$ cat config.mk
export PLATFORM = sky130hd
export DESIGN_NAME = double_pulse_monitor
export DESIGN_NICKNAME = d
export VERILOG_FILES = /design/src/rtl/dp_mon_pkg.sv /design/src/rtl/sync_edge.sv /design/src/rtl/double_pulse_monitor.sv
export SDC_FILE = /design/constraint.sdc
export NUM_CORES = 1
export LEC_CHECK = 0
export ABC_AREA = 1
export ABC_CLOCK_PERIOD_IN_PS = 1580
export CORE_MARGIN = 8
export CORE_UTILIZATION = 50
export DETAILED_ROUTE_END_ITERATION = 7
export PLACE_DENSITY = 0.82
export SYNTH_ARGS = -nofsm -noshare
export SYNTH_HDL_FRONTEND = slang
export SYNTH_SLANG_ARGS = --single-unit
$ cat constraint.sdc
create_clock -name clk -period 1.58 [get_ports clk]
set_input_delay 0.237 -clock clk [delete_from_list [all_inputs] [get_ports clk]]
set_output_delay 0.237 -clock clk [all_outputs]
set_load 0.03 [all_outputs]
$ cat src/rtl/dp_mon_pkg.sv
// Shared types and default constants for the double-pulse feedback monitor.
package dp_mon_pkg;

  typedef enum logic [2:0] {
    IDLE,
    WAIT_P1,
    PULSE1,
    GAP,
    PULSE2,
    DONE
  } dp_state_e;

  localparam int unsigned DEF_CNT_W    = 24;
  localparam int unsigned DEF_TIMEOUT  = 200_000_000;
  localparam int unsigned DEF_DEAD_MIN = 200;

endpackage

$ cat src/rtl/sync_edge.sv
// Two-flop synchronizer followed by an edge register; the level and the
// rise/fall strobes come out of the same stage, so they stay aligned.
module sync_edge (
  input  logic clk,
  input  logic rst_n,
  input  logic d_i,
  output logic s_o,
  output logic rise_o,
  output logic fall_o
);

  logic meta_q;
  logic sync_q;
  logic lvl_q;
  logic rise_q;
  logic fall_q;

  always_ff @(posedge clk or negedge rst_n) begin
    if (!rst_n) begin
      meta_q <= 1'b0;
      sync_q <= 1'b0;
      lvl_q  <= 1'b0;
      rise_q <= 1'b0;
      fall_q <= 1'b0;
    end else begin
      meta_q <= d_i;
      sync_q <= meta_q;
      lvl_q  <= sync_q;
      rise_q <= sync_q & ~lvl_q;
      fall_q <= ~sync_q & lvl_q;
    end
  end

  assign s_o    = lvl_q;
  assign rise_o = rise_q;
  assign fall_o = fall_q;

endmodule

$ cat src/rtl/double_pulse_monitor.sv
// Measures pulse1 / gap / pulse2 widths of the high-side gate feedback and
// flags overlap, dead-time and timeout faults; one record per accepted arm.
module double_pulse_monitor
  import dp_mon_pkg::*;
#(
  parameter int unsigned CNT_W    = DEF_CNT_W,
  parameter int unsigned TIMEOUT  = DEF_TIMEOUT,
  parameter int unsigned DEAD_MIN = DEF_DEAD_MIN
) (
  input  logic             clk,
  input  logic             rst_n,
  input  logic             arm,
  input  logic             fb_hi,
  input  logic             fb_lo,
  output logic             busy,
  output logic             meas_valid,
  output logic [CNT_W-1:0] t_pulse1,
  output logic [CNT_W-1:0] t_gap,
  output logic [CNT_W-1:0] t_pulse2,
  output logic             err_overlap,
  output logic             err_dead,
  output logic             err_timeout
);

  localparam int unsigned RES_W = $clog2(TIMEOUT + 1);
  localparam int unsigned DW    = $clog2(DEAD_MIN + 1);

  logic hi_s, hi_rise, hi_fall;
  logic lo_s, lo_rise, lo_fall;

  sync_edge u_sync_hi (
    .clk    (clk),
    .rst_n  (rst_n),
    .d_i    (fb_hi),
    .s_o    (hi_s),
    .rise_o (hi_rise),
    .fall_o (hi_fall)
  );

  sync_edge u_sync_lo (
    .clk    (clk),
    .rst_n  (rst_n),
    .d_i    (fb_lo),
    .s_o    (lo_s),
    .rise_o (lo_rise),
    .fall_o (lo_fall)
  );

  dp_state_e        state_q;
  logic [RES_W-1:0] res_q;
  logic [DW-1:0]    hi_low_q, lo_low_q;
  logic [CNT_W-1:0] t_pulse1_q, t_gap_q, t_pulse2_q;
  logic             busy_q, meas_valid_q;
  logic             err_overlap_q, err_dead_q, err_timeout_q;

  logic active, overlap, timeout, abort, dead_viol, leave;

  function automatic logic [CNT_W-1:0] sat_inc(input logic [CNT_W-1:0] x);
    return (&x) ? x : x + CNT_W'(1);
  endfunction

  always_comb begin
    active    = (state_q != IDLE) && (state_q != DONE);
    overlap   = active && hi_s && lo_s;
    timeout   = active && (res_q == RES_W'(TIMEOUT - 1));
    abort     = overlap || timeout;
    dead_viol = active && ((hi_rise && (lo_low_q < DW'(DEAD_MIN))) ||
                           (lo_rise && (hi_low_q < DW'(DEAD_MIN))));
    unique case (state_q)
      IDLE:          leave = arm;
      WAIT_P1, GAP:  leave = hi_rise;
      PULSE1,PULSE2: leave = hi_fall;
      DONE:          leave = 1'b1;
      default:       leave = 1'b0;
    endcase
    leave = leave || abort;
  end

  // Low-time counters restart at 1 on the falling edge and saturate at DEAD_MIN.
  always_ff @(posedge clk or negedge rst_n) begin
    if (!rst_n) begin
      hi_low_q <= '0;
      lo_low_q <= '0;
    end else begin
      if (hi_s)                          hi_low_q <= '0;
      else if (hi_fall)                  hi_low_q <= DW'(1);
      else if (hi_low_q < DW'(DEAD_MIN)) hi_low_q <= hi_low_q + DW'(1);
      if (lo_s)                          lo_low_q <= '0;
      else if (lo_fall)                  lo_low_q <= DW'(1);
      else if (lo_low_q < DW'(DEAD_MIN)) lo_low_q <= lo_low_q + DW'(1);
    end
  end

  // Width counters advance as usual in an abort cycle; abort only redirects the state.
  always_ff @(posedge clk or negedge rst_n) begin
    if (!rst_n) begin
      state_q       <= IDLE;
      res_q         <= '0;
      t_pulse1_q    <= '0;
      t_gap_q       <= '0;
      t_pulse2_q    <= '0;
      busy_q        <= 1'b0;
      meas_valid_q  <= 1'b0;
      err_overlap_q <= 1'b0;
      err_dead_q    <= 1'b0;
      err_timeout_q <= 1'b0;
    end else begin
      meas_valid_q <= 1'b0;
      res_q        <= (!active || leave) ? '0 : res_q + RES_W'(1);
      if (dead_viol) err_dead_q <= 1'b1;

      unique case (state_q)
        IDLE: if (arm) begin
          state_q       <= WAIT_P1;
          busy_q        <= 1'b1;
          t_pulse1_q    <= '0;
          t_gap_q       <= '0;
          t_pulse2_q    <= '0;
          err_overlap_q <= 1'b0;
          err_dead_q    <= 1'b0;
          err_timeout_q <= 1'b0;
        end
        WAIT_P1: if (hi_rise) begin
          t_pulse1_q <= CNT_W'(1);
          state_q    <= PULSE1;
        end
        PULSE1: if (hi_fall) begin
          t_gap_q <= CNT_W'(1);
          state_q <= GAP;
        end else begin
          t_pulse1_q <= sat_inc(t_pulse1_q);
        end
        GAP: if (hi_rise) begin
          t_pulse2_q <= CNT_W'(1);
          state_q    <= PULSE2;
        end else begin
          t_gap_q <= sat_inc(t_gap_q);
        end
        PULSE2: if (hi_fall) begin
          state_q <= DONE;
        end else begin
          t_pulse2_q <= sat_inc(t_pulse2_q);
        end
        DONE:    state_q <= IDLE;
        default: state_q <= IDLE;
      endcase

      if (abort) state_q <= DONE;
      if (overlap) err_overlap_q <= 1'b1;
      if (timeout) err_timeout_q <= 1'b1;
      if (abort || (state_q == PULSE2 && hi_fall)) begin
        meas_valid_q <= 1'b1;
        busy_q       <= 1'b0;
      end
    end
  end

  assign busy        = busy_q;
  assign meas_valid  = meas_valid_q;
  assign t_pulse1    = t_pulse1_q;
  assign t_gap       = t_gap_q;
  assign t_pulse2    = t_pulse2_q;
  assign err_overlap = err_overlap_q;
  assign err_dead    = err_dead_q;
  assign err_timeout = err_timeout_q;

endmodule

== Word-level counts from Yosys, hierarchy flattened ==
Cells that the tools add are included.

* Add/sub/neg operators: 6
* Reduce and logical (&&, ||, !) cells: 39
* $lt $le $gt $ge: 2
* Bitwise operators: 8
* Eq/ne operators: 22
* Mux-type cells: 38

{| class="wikitable"
|+ Operators by type and width
! kind !! number
|-
| 2-to-1 mux 24 bit || 9
|-
| one-hot mux 24 bit (3 select lines) || 3
|-
| adder 24 x 1 -> 24 bit (second input constant) || 3
|-
| AND reduction 24 bit || 3
|-
| 2-to-1 mux 8 bit || 6
|-
| adder 28 x 1 -> 28 bit (second input constant) || 1
|-
| == test 28 bit (second input constant) || 1
|-
| 2-to-1 mux 28 bit || 1
|-
| AND reduction 5 bit || 4
|-
| 2-to-1 mux 3 bit || 6
|-
| nonzero test 3 bit || 6
|-
| adder 8 x 1 -> 8 bit (second input constant) || 2
|-
| < comparator 8 bit (second input constant) || 2
|-
| one-hot mux 3 bit (5 select lines) || 1
|-
| inequality test 2 bit (second input constant) || 7
|-
| inequality test 3 x 2 -> 1 bit (second input constant) || 4
|-
| nonzero test 2 bit || 6
|-
| 2-to-1 mux 1 bit || 11
|-
| logical AND 1 bit || 8
|-
| == test 3 x 2 -> 1 bit (second input constant) || 2
|-
| == test 3 bit (second input constant) || 2
|-
| inequality test 2 x 1 -> 1 bit (second input constant) || 3
|-
| inequality test 3 bit (second input constant) || 2
|-
| AND reduction 2 bit || 3
|-
| other kinds (8) || 19
|}

* Bits of input ports: 5
* Bits in registers: 134
* Output and inout port bits: 77

== Longest topological paths before layout ==
Gate-level depths: netlist (run 1).

* Depth in word-level cells: 8
* Depth in mapped cells: 11
* Gate-level depth less buffers: 10

== Cells and area by module ==
Synthesis (run 1) repeated with hierarchy kept, for this count alone.

* Cells, all modules: 1168
* Area, all modules: 8025.2 um^2

{| class="wikitable"
|+ By module, submodules not included
! module !! area each (um^2) !! times used !! cells each
|-
| double_pulse_monitor || 7744.9 || 1 || 1150
|-
| sync_edge || 140.1 || 2 || 9
|}

== Least setup slack after synthesis (run 1) ==
OpenSTA, ideal clock, no wires.

* Kind: register to register
* Start: register t_pulse2_q[0] (netlist: t_pulse2[0])
* End: register t_pulse2_q[11] (netlist: t_pulse2[11])
* Path buffers: 1
* Arrival: 1.871 ns
* Cell stages (with the launch flop): 12
* Data required time: 1.463 ns
* Path slack: -0.408 ns
* Path through: dfrtp_1 ha_1 nand3_1 inv_1 nand2_1 nor2_1 nand4_1 nand2_1 buf_2 inv_2 nand2_1 nand2_1

* Longest elaborated chain between the ends: 4
* Elaborated cells on any way between the ends: 7
* Those cells by class: add/sub: 1; eq/ne: 1; mux: 3; reduce/logical: 2

{| class="wikitable"
|+ RTL lines
! element !! line !! RTL
|-
| start: declaration || double_pulse_monitor.sv:52 || <nowiki>logic [CNT_W-1:0] t_pulse1_q, t_gap_q, t_pulse2_q;</nowiki>
|-
| start signal: assignment || double_pulse_monitor.sv:142 || <nowiki>t_pulse2_q <= sat_inc(t_pulse2_q);</nowiki>
|-
| adder 24 x 1 -> 24 bit || double_pulse_monitor.sv:59 || <nowiki>return (&x) ? x : x + CNT_W'(1);</nowiki>
|-
| 2-to-1 mux 24 bit || double_pulse_monitor.sv:59 ||
|-
| 2-to-1 mux 24 bit || double_pulse_monitor.sv:139 || <nowiki>PULSE2: if (hi_fall) begin</nowiki>
|-
| one-hot mux 24 bit (3 select lines) || double_pulse_monitor.sv:112 || <nowiki>unique case (state_q)</nowiki>
|}

Parallel ways exist; a longest one is shown, timed or not. The select of a mux whose other input is x is not followed.
A chain may end at the register's enable or synchronous reset.

== Final worst setup path (run 1) ==
* Start: register state_q[0]
* End: register t_gap_q[6] (netlist: t_gap[6])

* Longest elaborated chain between the ends: 3
* Elaborated cells on any way between the ends: 10
* Those cells by class: eq/ne: 6; mux: 1; reduce/logical: 3

{| class="wikitable"
|+ RTL lines
! element !! line !! RTL
|-
| start: declaration || double_pulse_monitor.sv:49 || <nowiki>dp_state_e state_q;</nowiki>
|-
| start signal: assignment || double_pulse_monitor.sv:97 || <nowiki>state_q <= IDLE;</nowiki>
|-
| start signal: assignment || double_pulse_monitor.sv:114 || <nowiki>state_q <= WAIT_P1;</nowiki>
|-
| start signal: assignment || double_pulse_monitor.sv:125 || <nowiki>state_q <= PULSE1;</nowiki>
|-
| == test 3 x 2 -> 1 bit or zero test 3 bit (tied branches) || double_pulse_monitor.sv:112 ||
|-
| inequality test 2 x 1 -> 1 bit (no line) (tied with other cells) || -- ||
|-
| AND reduction 5 bit (no line) || -- ||
|-
| end signal: assignment || double_pulse_monitor.sv:137 || <nowiki>t_gap_q <= sat_inc(t_gap_q);</nowiki>
|-
| end: declaration || double_pulse_monitor.sv:52 ||
|}

Parallel ways exist; a longest one is shown, timed or not.

==> summary.md, run 1 <==
| Metric | Value |
|---|---|
| Worst Hold Depth | 1 |
| FF-to-FF path depth | 9 |
| Syn Area/Cell | 6.885 um2 |
| # DRC | 0 |
| Slowest cell delay on critical path | between 0.4 and 0.5 ns |
| Area post-placement | 10,180 um2 |
| Worst-margin pin slew | 0.4001 ns |
| Post-synth top cells | nand2_1, nor2_1, dfrtp_1, nand3_1, inv_1 |
| Startpoint Class | flip-flop |
| CORE AREA | between 15,000 and 20,000 um2 |
| Hold Path Class | input port to flip-flop |
| Clk_lat worst skew | 0.43 ns |
| DR pass1 iterations | 8 |
| Layout Utilization | ~72% |
| Slew Viols, Final | 0 |
| Ys Warns | 0 |
| Sequential Area | 3378 um2 |
| Synth Register Bits | 134 |
| Yosys top cell area share | approximately 42% |
| Die footprint | 20,150 um2 |
| PortBufs | 81 |
| Ant. Diodes | 0 |
| Fin crit period | 1.814 ns |
| Count leader, synth | nand2_1 |
| Fin nets | 1,420 |
| Vias in the first global route | around 8,500 |
| Async set-or-reset flop fraction in the synthesized netlist | 100.0% |
| Setup tns final | -11.76 ns |
| Pwr dens | about 1100 nW/um2 |
| Lkg Pwr | around 5.2 nW |
| Post-Syn Instances | 1,152 |
| Num ports | 82 |
| Cell Area, Synth | 7931 um2 |
| Drt initial violations | 972 |
| Via count | 8,941 |
| Post-synth top area cell | dfrtp_1 |
| Synth-to-Final Area Change | 43.43% |
| Gr usage total | 25.39% |
| Worst R2R Setup Slack | -0.23 ns |
| Fin area | 11,380 um2 |
| Setup WS post-layout | -0.2340 ns |
| Failing checks | negative setup slack |
| Main synth FF type | dfrtp_1 |
| Initial antenna violation count | 0 |
| Worst Path Max Fanout | 7 |
| RSZ-0062 raised after global routing | yes |
| CTS buffer count | 17 |
| Routed Antenna Nets | 0 |
| Final Hold Viols | 0 |
| Core Rows | 46 |
| Htree depth | 4 |
| Routability cong. | 0.9635 |
| Fillers | between 1,000 and 1,500 |
| Wirelength, routed | 26.92 mm |
| Most frequent CP cell | buf_6 |
| Worst path required time | 1.95 ns |
| Crit. End Element | flip-flop |
| Count of cell types in the netlist | 30 |
| Hold WS | 0.2726 ns |
| Clock Tree Root | clkbuf_16 |
| Max-Cap Viols | 0 |
| Worst Path Class, Setup | flip-flop to flip-flop |
| Slowest CP cell | dfrtp_1 |
| EDFF count, synth | 0 |
| Register area share after synthesis | 42.28% |
| Final critical-path share of the clock period | 114.8% |
| TritonCTS clock tree | yes |
| Setup Skew | 0.008718 ns |
| Synthesized net count | 1,163 |
| Fmax | ~550 MHz |
| Layout cells sized above 1 | 25.60% |
| Clk buf depth | 2 |
| Routed len/inst | 16.43 um |
| Slew HR | ~73% |
| First-pass GRT wire length | 41.04 mm |
| Arrival time worst endpoint | between 2 and 2.5 ns |
| Post-DR vias/cell | 5.458 |
| Initial core utilization | 50.48% |
| Die height | 141.9 um |
| GRT overflow | 0 |
| VDD IR max | 1.142 mV |
| Largest net degree at the start of global routing | 44 |
| Crit-path cells | buf_6 -> buf_6 -> nand4_1 -> nand3_2 -> buf_6 -> nor2_4 -> clkbuf_16 -> nand2_1 -> nand2_2 |
| Worst-path clk slew | 0.06 ns |
| Area of the multi-input gates | 4501 um2 |
| Status | complete, but fails checks |
| Area contributors post-synth | dfrtp_1, nand2_1, nor2_1 |
| CTS sink cnt | 134 |
| Die W | 141.9 um |
| Hpwl dp | around 16 mm |
| Final setup viols | approximately 100 |
==> through the flow <==
stage,total power (W),setup WS [ns],std cells
2_1_floorplan,0.005849,-0.1080,1152
3_3_place_gp,0.007052,-0.2191,1568
3_5_place_dp,0.007115,-0.2606,1568
4_1_cts,0.01206,-0.03721,1626
5_1_grt,0.01336,-0.3352,1638
6_report,0.01291,-0.2340,1638
==> power by group <==
part,internal (W),switching [W]
logic,0.00233,0.00282
clock network,0.00240,0.00153
registers,0.00361,0.000201
==> cells by family after synthesis <==
group	Yosys count	share of synthesized area [%]
flip-flops	134	42.28
AO/OA/AOI/OAI	85	5.774
buffers and inverters	116	5.963
AND/OR/NAND/NOR	750	38.30
XOR/XNOR	61	6.736
adder cells (fa/ha/maj)	6	0.9465
==> layout by cell type (no fill, tap or decap), types with 8 or more instances in the layout <==
cell type | netlist | final
nand2_1 | 405 | 374
nand3_2 | 2 | 13
xor2_1 | 43 | 43
clkdlybuf4s15_1 | 0 | 17
buf_6 | 2 | 15
nand4_1 | 12 | 12
inv_1 | 90 | 86
clkbuf_16 | 0 | 21
nor3_1 | 17 | 15
nor2_2 | 2 | 12
nor2_1 | 210 | 195
clkbuf_2 | 0 | 30
dlygate4sd2_1 | 0 | 20
dfrtp_1 | 134 | 114
o21ai_1 | 7 | 30
a21oi_1 | 20 | 18
clkdlybuf4s15_2 | 0 | 8
xnor2_1 | 18 | 18
dfrtp_2 | 0 | 20
nand3_1 | 93 | 77
nand2_2 | 0 | 28
buf_12 | 0 | 12
o21ai_0 | 46 | 16
buf_4 | 3 | 142
==> layout make-up <==
cell class / count / share of cell area, %
multi-input cells: 903 / 39.56
flip-flops and latches: 134 / 29.70
repair buffers: 255 / 19.87
clock buffers: 24 / 4.147
inverters: 96 / 3.333
well taps: 216 / 2.376
clock inverters: 8 / 0.8799
repair inverters: 2 / 0.1320
==> worst paths after layout <==
check,from,endpoint
worst min-delay path,fb_lo,u_sync_lo.meta_q
worst max-delay path,state_q[0],t_gap[6]
min in group asynchronous,rst_n,t_pulse1[10]
worst max register to register,state_q[0],t_gap[6]
max in group asynchronous,rst_n,t_gap[1]
worst min register to register,u_sync_hi.meta_q,u_sync_hi.sync_q
==> layer usage <==
layer | track usage [%] | part of all wire [%]
met1 | 29.74 | 39
met2 | 42.94 | 48
met3 | 6.273 | 7.9
met4 | 12.15 | 5.3
met5 | 0 | 0
==> critical path, delay by kind of cell (launching register included) <==
| kind | cells | cell delay [ns] |
|---|---|---|
| and+or+nand+nor | 5 | 0.66 |
| buffers and inverters | 4 | 0.63 |
| DFF | 1 | 0.46 |
==> sequential cells by signal, indices dropped and copies added, names as in the netlist <==
name / cells
u_sync_hi.fall_o: 1
hi_low_q: 8
u_sync_hi.meta_q: 1
t_pulse2: 24
u_sync_lo.sync_q: 1
err_overlap: 1
u_sync_hi.rise_o: 1
u_sync_lo.meta_q: 1
u_sync_hi.s_o: 1
lo_low_q: 8
t_pulse1: 24
u_sync_lo.rise_o: 1
err_dead: 1
u_sync_hi.sync_q: 1
meas_valid: 1
t_gap: 24
u_sync_lo.s_o: 1
res_q: 28
err_timeout: 1
u_sync_lo.fall_o: 1
busy: 1
state_q: 3
==> repair_timing <==
action,4_1_cts,5_1_grt
gates resized for setup,164,135
endpoints found under the setup margin,166,155
endpoints found under the hold margin,33,0
pin swaps,21,21
setup buffers,21,10
cloned,6,3
hold buffers,1,0
(Power assumes the default switching activity.)
==> inputs of run 2 (changes only) <==
--- a/config.mk
+++ b/config.mk
@@ -10,7 +10,8 @@
 export CORE_MARGIN = 8
 export CORE_UTILIZATION = 50
 export DETAILED_ROUTE_END_ITERATION = 7
-export PLACE_DENSITY = 0.82
+export GPL_ROUTABILITY_DRIVEN = 0
+export PLACE_DENSITY_LB_ADDON = 0.2
 export SYNTH_ARGS = -nofsm -noshare
 export SYNTH_HDL_FRONTEND = slang
 export SYNTH_SLANG_ARGS = --single-unit
==> summary.md, run 2 (synthesis gave the netlist of run 1 again) <==
| Metric | Value |
|---|---|
| Status | complete, but fails checks |
| Failing checks | negative setup slack |
| Worst Path Class, Setup | flip-flop to flip-flop |
| CTS buffer count | 17 (unchanged) |
| Routed len/inst | 16.49 um (+0.36%) |
| Hold WS | 0.2787 ns (+0.006017 ns) |
| Vias in the first global route | 8,274 (-3.0%) |
| Setup Skew | 0.008768 ns (+0.00005021 ns) |
| Core Rows | 46 (unchanged) |
| PortBufs | 81 (unchanged) |
| Layout Cells excl Fill | 1,656 (+1.1%) |
| Worst-margin pin slew | 0.4201 ns (+0.02005 ns) |
| Die height | 141.9 um (unchanged) |
| Worst Setup SP | state_q[0] |
| Final Hold Viols | 0 (unchanged) |
| VDD IR max | 1.058 mV (-7.3%) |
| # DRC | 0 (unchanged) |
| Clk buf depth | 2 (unchanged) |
| First-pass GRT wire length | 40.09 mm (-2.3%) |
| CORE AREA | 15,710 um2 (unchanged) |
| Final setup viols | 104 (unchanged) |
| Max-Cap Viols | 0 (unchanged) |
| Gr usage total | 24.65% (-0.74 points) |
| Clock Tree Root | clkbuf_16 |
| Worst path required time | 1.90 ns (-0.05 ns) |
| Crit. End Element | flip-flop |
| Worst R2R Setup Slack | -0.17 ns (+0.07 ns) |
| Fmax | 572.7 MHz (+3.9%) |
| Setup WS pre-CTS | -0.3360 ns (-0.07533 ns) |
| Pwr dens | 1177 nW/um2 (+3.8%) |
| TritonCTS clock tree | yes |
| Lkg Pwr | 5.585 nW (+6.6%) |
| Initial antenna violation count | 0 (unchanged) |
| Layout cells sized above 1 | 32.64% (+7.0 points) |
| Initial core utilization | 50.48% (unchanged) |
| Worst-path clk slew | 0.06 ns (about the same) |
| GRT overflow | 0 (unchanged) |
| Arrival time worst endpoint | 2.07 ns (-0.11 ns) |
| Setup WS post-layout | -0.1661 ns (+0.06786 ns) |
| Post-DR vias/cell | 5.375 (-1.5%) |
| Routed Antenna Nets | 0 (unchanged) |
| Die W | 141.9 um (unchanged) |
| Clk_lat worst skew | 0.43 ns (about the same) |
| Ant. Diodes | 0 (unchanged) |
| Hpwl dp | 16.21 mm (+0.62%) |
| Commonest cells after routing, fill and taps aside | nand2_1, nor2_1, buf_4, dfrtp_1, inv_1 |
| Wirelength, routed | 27.31 mm (+1.5%) |
| Slew HR | 71.99% (-1.1 points) |
| DR pass1 iterations | 5 (-3) |
| Largest net degree at the start of global routing | 41 (-6.8%) |
| Crit path to | t_pulse2[10] |
| Htree depth | 4 (unchanged) |
| Layout Utilization | 78.14% (+5.7 points) |
| Fin nets | 1,439 (+1.3%) |
| Synth-to-Final Area Change | 54.80% |
| Via count | 8,901 (-0.45%) |
| Power, Total | 0.01445 W (+12%) |
| Commonest non-fill, non-tap cell in the layout | nand2_1 |
| RR Endpoint | t_pulse2[10] |
| FF-to-FF path depth | 10 (+1) |
| Die footprint | 20,150 um2 (unchanged) |
| Slew Viols, Final | 0 (unchanged) |
| Num ports | 82 (unchanged) |
| Hold Path Class | input port to flip-flop |
| Largest register FFs | 28 (unchanged) |
| CTS sink cnt | 134 (unchanged) |
| Top reg by flops | res_q |
| Final critical-path share of the clock period | 110.5% (-4.3 points) |
| RR Startpoint | state_q[0] |
| Startpoint Class | flip-flop |
| DP Cell Count | 1,569 (+0.064%) |
| Drt initial violations | 661 (-32%) |
| Fin crit period | 1.746 ns (-0.06786 ns) |
| Worst Path Max Fanout | 9 (+2) |
| RSZ-0062 raised after global routing | yes |
run 2: cell types whose count changed in the layout (fill, tap and decap cells not counted), sizes merged:
cell           before  now
clkinvlp            4    3
o21bai              5    7
clkinv              5    8
buf               172  186
bufinv              2    3
dlygate4sd2        20   32
clkdlybuf4s15      25   29
clkbuf             58   41
run 2: how the worst min path moves through the flow:
stage	startpoint	to	slack, ns	depth (start not counted)
finish	fb_lo	u_sync_lo.meta_q	0.28	1
global route	fb_lo	u_sync_lo.meta_q	0.27	1
CTS	fb_lo	u_sync_lo.meta_q	0.27	1
detailed placement	rst_n	hi_low_q[5]	0.18	1
global placement	rst_n	res_q[8]	0.18	1
floorplan	rst_n	busy	-0.06	0
run 2: power by group:
part / internal (W) / switching (W) / total, W
sequential: 0.00362 / 0.000222 / 0.00384
clock: 0.00249 / 0.00151 / 0.00400
combinational: 0.00293 / 0.00369 / 0.00662
total: 0.00904 / 0.00542 / 0.0145
run 2: routing by layer:
metal	GRT usage [%]	share of wire, %	vias up
met5	0	0	-
met4	8.592	3.0	0
met3	4.931	6.0	74
met2	43.05	51	370
met1	29.66	40	4256
li1	-	-	4201
run 2: stage by stage:
stage	TNS, ns	area [um2]
floorplan	-4.149	8104
global placement	-13.57	10150
detailed placement	-16.90	10150
CTS	-2.309	11220
global route	-15.43	12280
finish	-10.02	12280
run 2: timing repair:
item | CTS | global route
gates resized for setup | 152 | 295
hold endpoints to repair | 34 | 0
gates cloned | 7 | 11
hold buffers | 1 | 0
pin swaps | 12 | 60
buffers inserted | 24 | 19
endpoints found under the setup margin | 181 | 137
run 2: critical path: stages (launching register included):
cell and delay [ns]:
dfrtp_2 0.46, nor2_4 0.23, nand2_8 0.10, nor2_1 0.12, nand4_1 0.17, nand2_4 0.15, buf_12 0.14, buf_12 0.12
inv_8 0.05, nand2_2 0.05, nand2_2 0.05
run 2: cell type report:
class | instances | area (um2)
Clock buffer | 20 | 446.7
Clock inverter | 11 | 132.6
Fill cell | 1018 | 3435
Inverter | 96 | 396.6
Multi-Input combinational cell | 905 | 5096
Sequential cell | 134 | 3383
Tap cell | 216 | 270.3
Timing Repair Buffer | 272 | 2534
Timing Repair inverter | 2 | 18.77
==> inputs of run 3 (changes only) <==
--- a/config.mk
+++ b/config.mk
@@ -7,11 +7,12 @@
 export LEC_CHECK = 0
 export ABC_AREA = 1
 export ABC_CLOCK_PERIOD_IN_PS = 1580
+export CORE_ASPECT_RATIO = 1.75
 export CORE_MARGIN = 8
 export CORE_UTILIZATION = 50
 export DETAILED_ROUTE_END_ITERATION = 7
 export GPL_ROUTABILITY_DRIVEN = 0
-export PLACE_DENSITY_LB_ADDON = 0.2
+export PLACE_DENSITY = 0.76
 export SYNTH_ARGS = -nofsm -noshare
 export SYNTH_HDL_FRONTEND = slang
 export SYNTH_SLANG_ARGS = --single-unit
==> constraint.sdc (replaced) <==
create_clock -name clk -period 1.58 [get_ports clk]
set_input_delay 0.316 -clock clk [delete_from_list [all_inputs] [get_ports clk]]
set_output_delay 0.316 -clock clk [all_outputs]
set_load 0.03 [all_outputs]
==> summary.md, run 3 (synthesis gave the netlist of run 1 again) <==
| Metric | Value |
|---|---|
| Crit. End Element | flip-flop |
| Sequential power share | 28.3% (+1.7 points) |
| Layout Utilization | 75.28% (-2.9 points) |
| Power, Total | 0.01350 W (-6.6%) |
| CORE AREA | 15,720 um2 (about the same) |
| Largest register FFs | 28 (unchanged) |
| Setup WS post-layout | -0.2172 ns (-0.05112 ns) |
| Slowest cell delay on critical path | 0.39 ns (-0.07 ns) |
| DR pass1 iterations | 5 (unchanged) |
| Int Pwr | 0.008433 W (-6.7%) |
| Synth-to-Final Area Change | 49.24% |
| Setup Skew | 0.01045 ns (+0.001684 ns) |
| RR Startpoint | t_gap[1] |
| Lkg Pwr | 5.487 nW (-1.8%) |
| Worst R2R Setup Slack | -0.22 ns (-0.05 ns) |
| Commonest non-fill, non-tap cell in the layout | nand2_1 |
| Largest net degree at the start of global routing | 43 (+4.9%) |
| Wirelength, routed | 29.50 mm (+8.0%) |
| Most frequent CP cell | buf_6 |
| Fin nets | 1,435 (-0.28%) |
| Status | complete, but fails checks |
| Htree depth | 4 (unchanged) |
| Worst path depth | 11 (+1) |
| Worst-path clk slew | 0.07 ns (about the same) |
| Crit-path cells | ha_4 -> nand2_4 -> nor2_4 -> nand4_1 -> buf_4 -> buf_6 -> o21bai_4 -> buf_6 -> buf_12 -> nand2_2 -> nand2_1 |
| Worst Path Class, Setup | flip-flop to flip-flop |
| HP Start | fb_hi |
| Fin crit period | 1.797 ns (+0.05112 ns) |
| Slew HR | 70.39% (-1.6 points) |
| VDD IR max | 0.6520 mV (-38%) |
| Failing checks | negative setup slack |
| Vias in the first global route | 9,174 (+11%) |
| Fmax | 556.4 MHz (-2.8%) |
| Top delay family on crit path | buffers and inverters |
| Die footprint | 20,310 um2 (+0.79%) |
| RSZ-0062 raised after global routing | yes |
| Hold Path Class | input port to flip-flop |
| Via count | 9,367 (+5.2%) |
| Clock Tree Root | clkbuf_16 |
| Arrival time worst endpoint | 2.16 ns (+0.09 ns) |
| Clk buf depth | 2 (unchanged) |
| PortBufs | 81 (unchanged) |
| CTS sink cnt | 134 (unchanged) |
| Setup WS pre-CTS | -0.3715 ns (-0.03548 ns) |
| Area post-placement | 10,130 um2 (-0.21%) |
| Ant. Diodes | 0 (unchanged) |
| Setup tns final | -10.55 ns (-0.5217 ns) |
| Final Hold Viols | 0 (unchanged) |
| CP bufs+invs | 4 (+1) |
| Clk_lat worst skew | 0.43 ns (about the same) |
| Gr usage total | 25.91% (+1.3 points) |
| # DRC | 0 (unchanged) |
| Fin area | 11,840 um2 (-3.6%) |
| Slew Viols, Final | 0 (unchanged) |
| Initial antenna violation count | 0 (unchanged) |
| FF-to-FF path depth | 11 (+1) |
| Die W | 111.2 um (-22%) |
| Layout cells sized above 1 | 34.45% (+1.8 points) |
| Sw Pwr | 0.005065 W (-6.5%) |
| TritonCTS clock tree | yes |
| Initial core utilization | 50.45% (about the same) |
| Worst Hold Depth | 1 (unchanged) |
| Core Rows | 61 (+33%) |
| Final critical-path share of the clock period | 113.7% (+3.2 points) |
| Top reg by flops | res_q |
| Num ports | 82 (unchanged) |
| Routed len/inst | 18.15 um (+10%) |
| Worst path required time | 1.94 ns (+0.04 ns) |
| Fillers | 1,071 (+5.2%) |
| RR Endpoint | t_gap[9] |
| Drt initial violations | 660 (-0.15%) |
| Commonest cells after routing, fill and taps aside | nand2_1, nor2_1, buf_4, dfrtp_1, inv_1 |
| Gate power share | 43.5% (-2.3 points) |
| Die height | 182.6 um (+29%) |
| First-pass GRT wire length | 43.04 mm (+7.4%) |
| Switching share of power | 37.53% (+0.044 points) |
| WHS Endpoint | u_sync_hi.meta_q |
| CTS buffer count | 17 (unchanged) |
| Pwr dens | 1140 nW/um2 (-3.1%) |
| Max-Cap Viols | 0 (unchanged) |
| Worst-margin pin slew | 0.4407 ns (+0.02062 ns) |
| Clock network fraction of total power | 28.2% (+0.5 points) |
| Slowest CP cell | dfrtp_2 |
| Routed Antenna Nets | 0 (unchanged) |
| Startpoint Class | flip-flop |
| Hpwl dp | 17.17 mm (+6.0%) |
| GRT overflow | 0 (unchanged) |
| Worst Path Max Fanout | 7 (-2) |
| Post-DR vias/cell | 5.761 (+7.2%) |
| Final setup viols | 102 (-1.9%) |
run 3: cell types whose count changed in the layout (fill, tap and decap cells not counted), sizes merged, moves of 2 or more:
cell         before  now
clkinvlp          3    0
clkbuf           41   32
dlygate4sd2      32   13
o21bai            7    5
clkinv            8   10
buf             186  215
run 3: what timing repair did:
| action | 4_1_cts | 5_1_grt |
|---|---|---|
| gates resized for setup | 284 | 238 |
| endpoints found under the hold margin | 36 | 0 |
| gates cloned | 5 | 11 |
| hold buffers | 1 | 0 |
| setup endpoints to repair | 180 | 139 |
| pin swaps | 14 | 33 |
| setup buffers | 24 | 12 |
run 3: how the worst max path moves through the flow:
| stage | start | to | slack, ns |
|---|---|---|---|
| after detailed placement | arm | state_q[2] | -0.37 |
| after global placement | arm | t_gap[17] | -0.30 |
| after CTS | state_q[2] | t_gap[10] | -0.1 |
| final | t_gap[1] | t_gap[9] | -0.22 |
| after floorplan | t_pulse1[0] | t_pulse1[21] | -0.11 |
| after global routing | t_pulse2[20] | t_pulse2[12] | -0.25 |
run 3: routing by layer:
| layer | track usage, % | vias up | wire length, um | share of wire (%) |
|---|---|---|---|---|
| li1 | - | 4176 | - | - |
| met1 | 24.90 | 4455 | 9802 | 33 |
| met2 | 48.63 | 534 | 15690 | 53 |
| met3 | 5.358 | 202 | 1847 | 6.3 |
| met4 | 16.35 | 0 | 2168 | 7.3 |
| met5 | 0 | - | 0 | 0 |
run 3: power by group through the flow:
| stage | Combinational [W] | Sequential, W | Clock (W) |
|---|---|---|---|
| after floorplan | 0.00184 | 0.00401 | 0 |
| after global routing | 0.00613 | 0.00383 | 0.00395 |
| after global placement | 0.00313 | 0.00384 | 0 |
| final | 0.00587 | 0.00382 | 0.00381 |
| after detailed placement | 0.00317 | 0.00384 | 0 |
| after CTS | 0.00435 | 0.00379 | 0.00382 |
run 3: final cells by class:
class	instances	area [um2]	area share, %
repair inverters	1	11.26	0.09514
repair buffers	271	2356	19.90
flip-flops and latches	134	3386	28.60
multi-input cells	903	4905	41.44
inverters	96	392.9	3.319
clock inverters	11	108.9	0.9197
clock buffers	21	440.4	3.721
well taps	189	236.5	1.998
run 3: stage by stage:
stage / hold WS, ns / instances
after floorplan: 0.02041 / 1152
after global placement: 0.2629 / 1546
after detailed placement: 0.2680 / 1546
after CTS: 0.3211 / 1608
after global routing: 0.3350 / 1626
final: 0.3286 / 1626
